## src/rtl/sprite_pkg.sv

```systemverilog
// Shared constants, FSM encoding and slot record for the sprite line engine.
package sprite_pkg;
  localparam int unsigned NUM_SPR      = 32;
  localparam int unsigned SPR_DIM      = 16;
  localparam int unsigned MAX_PER_LINE = 4;
  localparam int unsigned IDX_W        = 5;
  localparam int unsigned X_W          = 10;
  localparam int unsigned Y_W          = 9;
  localparam int unsigned DIM_W        = $clog2(SPR_DIM);
  localparam int unsigned SLOT_W       = $clog2(MAX_PER_LINE);
  localparam int unsigned CNT_W        = $clog2(MAX_PER_LINE + 1);

  typedef enum logic [1:0] {
    IDLE   = 2'd0,
    SCAN   = 2'd1,
    COMMIT = 2'd2
  } state_t;

  typedef struct packed {
    logic             valid;
    logic [IDX_W-1:0] idx;
    logic [X_W-1:0]   x;
    logic [DIM_W-1:0] row;
  } slot_t;
endpackage

```

## src/rtl/sprite_slot_cmp.sv

```systemverilog
// Horizontal coverage test for one active slot against the current pixel column.
module sprite_slot_cmp
  import sprite_pkg::*;
(
  input  logic             valid,
  input  logic [X_W-1:0]   x,
  input  logic [X_W-1:0]   hcount,
  output logic             hit,
  output logic [DIM_W-1:0] col
);
  logic [X_W:0] e;

  // One extra bit so columns left of x land far above SPR_DIM instead of wrapping.
  assign e   = {1'b0, hcount} - {1'b0, x};
  assign hit = valid && (e < (X_W+1)'(SPR_DIM));
  assign col = e[DIM_W-1:0];
endmodule

```

## src/rtl/sprite_line_engine.sv

```systemverilog
// Sprite attribute table, hblank candidate scan and registered per-pixel hit lookup.
//   state  | meaning
//   IDLE   | waiting for line_start
//   SCAN   | visiting one table entry per cycle, filling pending slots
//   COMMIT | pending slots copied to active slots
module sprite_line_engine
  import sprite_pkg::*;
(
  input  logic             clk,
  input  logic             reset,
  input  logic [IDX_W-1:0] sprite_sel,
  input  logic [X_W-1:0]   sprite_x,
  input  logic [Y_W-1:0]   sprite_y,
  input  logic             sprite_pos,
  input  logic             sprite_vis,
  input  logic             sprite_attr,
  input  logic             line_start,
  input  logic [Y_W-1:0]   scan_line,
  input  logic [X_W-1:0]   hcount,
  output logic             pix_hit,
  output logic [IDX_W-1:0] pix_sprite,
  output logic [DIM_W-1:0] pix_col,
  output logic [DIM_W-1:0] pix_row,
  output logic             spr_overflow,
  output logic             scan_busy
);
  logic [X_W-1:0]     tbl_x [NUM_SPR];
  logic [Y_W-1:0]     tbl_y [NUM_SPR];
  logic [NUM_SPR-1:0] tbl_vis;

  always_ff @(posedge clk) begin
    if (reset) begin
      for (int i = 0; i < NUM_SPR; i++) begin
        tbl_x[i] <= '0;
        tbl_y[i] <= '0;
      end
      tbl_vis <= '0;
    end else begin
      if (sprite_pos) begin
        tbl_x[sprite_sel] <= sprite_x;
        tbl_y[sprite_sel] <= sprite_y;
      end
      if (sprite_vis) tbl_vis[sprite_sel] <= sprite_attr;
    end
  end

  state_t           state;
  logic [IDX_W-1:0] idx;
  logic [Y_W-1:0]   line_q;
  logic [CNT_W-1:0] pend_cnt;
  slot_t            pend [MAX_PER_LINE];
  slot_t            act  [MAX_PER_LINE];
  logic [X_W-1:0]   d;
  logic             match;

  // Entries below the line give a large d because line and y are zero-extended.
  assign d     = {1'b0, line_q} - {1'b0, tbl_y[idx]};
  assign match = tbl_vis[idx] && (d < X_W'(SPR_DIM));

  always_ff @(posedge clk) begin
    if (reset) begin
      state        <= IDLE;
      idx          <= '0;
      line_q       <= '0;
      pend_cnt     <= '0;
      spr_overflow <= 1'b0;
      scan_busy    <= 1'b0;
      for (int s = 0; s < MAX_PER_LINE; s++) begin
        pend[s] <= '0;
        act[s]  <= '0;
      end
    end else if (line_start) begin
      // A new line_start always wins, aborting any scan or commit in flight.
      state        <= SCAN;
      idx          <= '0;
      line_q       <= scan_line;
      pend_cnt     <= '0;
      spr_overflow <= 1'b0;
      scan_busy    <= 1'b1;
      for (int s = 0; s < MAX_PER_LINE; s++) pend[s] <= '0;
    end else begin
      case (state)
        SCAN: begin
          if (match) begin
            if (pend_cnt < CNT_W'(MAX_PER_LINE)) begin
              pend[pend_cnt[SLOT_W-1:0]] <= '{valid: 1'b1, idx: idx, x: tbl_x[idx],
                                             row: d[DIM_W-1:0]};
              pend_cnt <= pend_cnt + 1'b1;
            end else begin
              spr_overflow <= 1'b1;
            end
          end
          if (idx == IDX_W'(NUM_SPR - 1)) state <= COMMIT;
          idx <= idx + 1'b1;
        end
        COMMIT: begin
          for (int s = 0; s < MAX_PER_LINE; s++) act[s] <= pend[s];
          state     <= IDLE;
          scan_busy <= 1'b0;
        end
        default: begin
          state     <= IDLE;
          scan_busy <= 1'b0;
        end
      endcase
    end
  end

  logic [MAX_PER_LINE-1:0] slot_hit;
  logic [DIM_W-1:0]        slot_col [MAX_PER_LINE];

  for (genvar s = 0; s < MAX_PER_LINE; s++) begin : g_cmp
    sprite_slot_cmp u_cmp (
      .valid  (act[s].valid),
      .x      (act[s].x),
      .hcount (hcount),
      .hit    (slot_hit[s]),
      .col    (slot_col[s])
    );
  end

  logic             win_hit;
  logic [IDX_W-1:0] win_sprite;
  logic [DIM_W-1:0] win_col;
  logic [DIM_W-1:0] win_row;

  // Walk from the highest slot down so the lowest matching slot is the last writer.
  always_comb begin
    win_hit    = 1'b0;
    win_sprite = '0;
    win_col    = '0;
    win_row    = '0;
    for (int s = MAX_PER_LINE - 1; s >= 0; s--) begin
      if (slot_hit[s]) begin
        win_hit    = 1'b1;
        win_sprite = act[s].idx;
        win_col    = slot_col[s];
        win_row    = act[s].row;
      end
    end
  end

  always_ff @(posedge clk) begin
    if (reset) begin
      pix_hit    <= 1'b0;
      pix_sprite <= '0;
      pix_col    <= '0;
      pix_row    <= '0;
    end else begin
      pix_hit    <= win_hit;
      pix_sprite <= win_sprite;
      pix_col    <= win_col;
      pix_row    <= win_row;
    end
  end
endmodule
```

## config.mk

```make
export PLATFORM = sky130hd
export DESIGN_NAME = sprite_line_engine
export DESIGN_NICKNAME = d
export VERILOG_FILES = /design/src/rtl/sprite_pkg.sv /design/src/rtl/sprite_slot_cmp.sv /design/src/rtl/sprite_line_engine.sv
export SDC_FILE = /design/constraint.sdc
export NUM_CORES = 1
export LEC_CHECK = 0
export ABC_AREA = 1
export CORE_UTILIZATION = 57
export CTS_CLUSTER_SIZE = 40
export DETAILED_ROUTE_END_ITERATION = 10
export PLACE_DENSITY_LB_ADDON = 0.25
export SLEW_MARGIN = 15
export SYNTH_ARGS = -nofsm -noshare
export SYNTH_HDL_FRONTEND = slang
export SYNTH_SLANG_ARGS = --single-unit
```

## constraint.sdc

```tcl
create_clock -name clk -period 3.9 [get_ports clk]
set_input_delay 1.17 -clock clk [delete_from_list [all_inputs] [get_ports clk]]
set_output_delay 1.17 -clock clk [all_outputs]
set_load 0.02 [all_outputs]
```

==> flow_summary.ini, run 1 <==
[placed_design]
dpl.hpwl_mm = 71.0
portBuffers = 64
placed_cell_area_sq_um = 42000
gp_congestion = 0.938
dp_slack_ps = -159

[pwr]
power.share.sequential_pct = 50.9
total_power_mw = 20.4
powerDensity_nw_per_um2 = 442
sw_frac_of_total_pct = 24.0
power.leakage_nw = 17.7
pwr-share-clk_pct = 39.5
max-vdd-ir-drop_mv = 0.489
p_int_mw = 15.5
p_switching_mw = 4.89
power_frac_comb_pct = 9.6

[yosys]
synth_area_sq_um = 39000
syn-num-nets = 4056
syn_area_per_cell_sq_um = 9.89
ys_warn_count = 0
synth_edf_count = 764
async_flop_share_pct = 0
dominantRegCellSynth = edfxtp_1
synth_cell_types = 49
ys_seq_area_share_pct = 62.7
synth-seq-cells = 840
netlist_instances = 3947

[cts]
cts_tree = yes
root_buffer = clkbuf_16
holdBufCountCts = 0
cts_buffer_depth = 3
cts_made_buffers = 87
cts.sinks = 840
path_clk_slew_ps = 60
insertion_delay_ps = 650
h-tree-depth = 3

[timing]
drv_slew = 0
setup_viol = 0
report.final.hold_viol_count = 0
worst_slew_margin_rel_pct = 34.0
finalHoldWorstSlack_ps = 444
rsz0062_at_grt = yes
min_period_over_period_pct = 99.2
fin_worst_skew_ps = 35.9
max_freq_ghz = 0.258
tightest_slew_ps = 979
setup_ws_ps = 30.5
period_needed_ps = 3870

[worst_setup_path]
crit_type = register to register
required_ps = 4260
arrival_ps = 4230
timing.rr.end = pend[2][3]$_SDFFCE_PN0P_
crit_path_start_kind = register
crit_path_max_fanout = 14
reg2reg_setup_slack_ps = 30
reg2reg_depth = 23
critPathCaptureType = register

[global_routing]
grt_pass1_vias = 28400
grt_util_all_layers_pct = 31.6
gr-total-overflow = 0
grt_pass1_wl_mm = 167
grt-busiest-layer = met2
met1_usage_pct = 41.1
grt_use_met3_pct = 5.49
grt_max_degree = 81
antenna_found_initial = 2
use_met2_pct = 51.7

[min_path]
hold_depth = 2
whs_endpoint = tbl_vis[3]$_SDFFE_PP0P_
worstHoldStart = tbl_vis[3]$_SDFFE_PP0P_
hp-class = register to register

[flow_run]
max-cap-violations = 0

[detailed_routing]
vias_per_cell = 6.06
wl_mm = 115
routed-via-count = 30600
drc = 0
drt_pass1_iterations = 9
ant_nets = 0
drt-initial-drc-count = 3976
wl_per_cell_um = 22.7

[finish]
drive_above_1_share_pct = 14.3
postLayoutCoreUtil_pct = 68.3
area_delta_synth_final_pct = 18.0
fillers = 4940
layout_commonest_cell = nor2_1
final_nets = 4220
finalInstanceArea_sq_um = 46100
layout_common_cells = 1149 x nor2_1, 764 x edfxtp_1, 346 x o21ai_0

[die]
die-width_um = 264
row_count = 95
die_area_sq_um = 69500
die_y_um = 264
core_area_sq_um = 67400
initial_core_util_pct = 57.9
pin_count = 65

[status]
status = complete, no violations
## power groups by stage
stage                     logic [mW]  registers, mW  clock network, mW
after floorplan                 1.04           10.5                  0
after global placement          1.73           10.5                  0
after detailed placement        1.75           10.5                  0
after CTS                       1.80           10.4               8.08
after global routing            2.10           10.4               8.40
final                           1.96           10.4               8.05
## worst max path at each step
stage,startpoint,end,depth (start not counted)
2_1_floorplan,register,pend[2][0]$_SDFFCE_PN0P_,24
6_report,register,pend[2][3]$_SDFFCE_PN0P_,23
3_5_place_dp,register,pend[3][13]$_DFFE_PP_,16
4_1_cts,register,pend[2][9]$_SDFFCE_PN0P_,25
5_1_grt,register,pend[0][1]$_SDFFCE_PN0P_,25
3_3_place_gp,register,pend[3][10]$_DFFE_PP_,20
## timing repair
action / 4_1_cts / 5_1_grt
gates cloned: 4 / 13
pin swaps: 6 / 39
gates resized for setup: 32 / 105
endpoints found under the setup margin: 154 / 160
buffers inserted: 12 / 19
## Yosys cell counts, drive strengths merged, types with 6 or more instances
| cell | instances | area (sq um) |
|---|---|---|
| ha | 55 | 688 |
| a21oi | 85 | 455 |
| nand3 | 174 | 901 |
| nand4 | 29 | 241 |
| o221ai | 119 | 1040 |
| o21ai | 393 | 1970 |
| clkbuf | 249 | 935 |
| o22ai | 34 | 213 |
| a32o | 17 | 170 |
| a31oi | 19 | 119 |
| edfxtp | 764 | 22900 |
| xor2 | 11 | 96.3 |
| xnor2 | 6 | 52.6 |
| dfxtp | 76 | 1520 |
| nand2 | 302 | 1150 |
| inv | 309 | 1160 |
| buf | 56 | 357 |
| nor2 | 1206 | 4680 |
| nor3 | 13 | 65.1 |
## per-stage QoR
step / std cells / TNS (ps)
6_report: 5054 / 0
3_5_place_dp: 4847 / -15870
5_1_grt: 5053 / -6780
3_3_place_gp: 4847 / -2090
4_1_cts: 5021 / 0
2_1_floorplan: 3947 / 0
## registers in the layout, summed over array words and instances (netlist names), named ones only
signal and cells:
act 80, idx 5, line_q 9, pend 80
pend_cnt 3, pix_col 4, pix_hit 1, pix_row 4
pix_sprite 5, scan_busy 1, spr_overflow 1, state 2
tbl_vis 32, tbl_x 320, tbl_y 288
## per-layer routing
layer / up-vias / part of all wire [%]
li1: 13800 / -
met1: 14500 / 36
met2: 1927 / 48
met3: 378 / 11
met4: 4 / 5.6
met5: - / 0.028
## logic make-up (layout without fill, tap and decap cells)
| family | after synthesis | in the layout | share of synthesized area [%] |
|---|---|---|---|
| fa+ha+maj | 60 | 60 | 2.02 |
| simple gates | 1732 | 1734 | 18.2 |
| flops | 840 | 840 | 62.7 |
| xor+xnor | 17 | 17 | 0.382 |
| other cells | 0 | 1 | 0 |
| compound gates | 680 | 680 | 10.4 |
| buf+inv | 618 | 849 | 6.32 |
## area by class of cell
cell class,instances,area (sq um),share of cell area (%)
clock inverter,47,405,0.880
antenna,1,2.50,0.00543
timing repair buffer,377,3910,8.48
sequential,840,24500,53.1
multi-input combinational,2491,12600,27.4
clock buffer,111,2320,5.04
inverter,313,1210,2.64
tap,873,1090,2.37
timing repair inverter,1,16.3,0.0353
## critical path, stage by stage, from the launching register on
cell       delay, ps
dfxtp_4          380
buf_12           160
clkinv_16         90
buf_16           160
buf_4            160
o21ai_0          180
o22ai_1          140
nor2_1           100
nor2_1            40
o21ai_0          100
buf_4            190
a32o_1           280
ha_4             250
a21oi_1          180
o21ai_1          120
a21oi_1          240
a21oi_4           60
nand3_4          100
nor2_8            50
buf_12           130
nand4_4           60
buf_12           180
clkbuf_16        180
nor2_1            40
No activity file was read; power rests on OpenSTA's default activity.
==> inputs of run 2 (changes only) <==
Settings changed: SLEW_MARGIN 15 to 20.
==> results of run 2 <==
Final layout, timing and power as in run 1 (identical DEF).
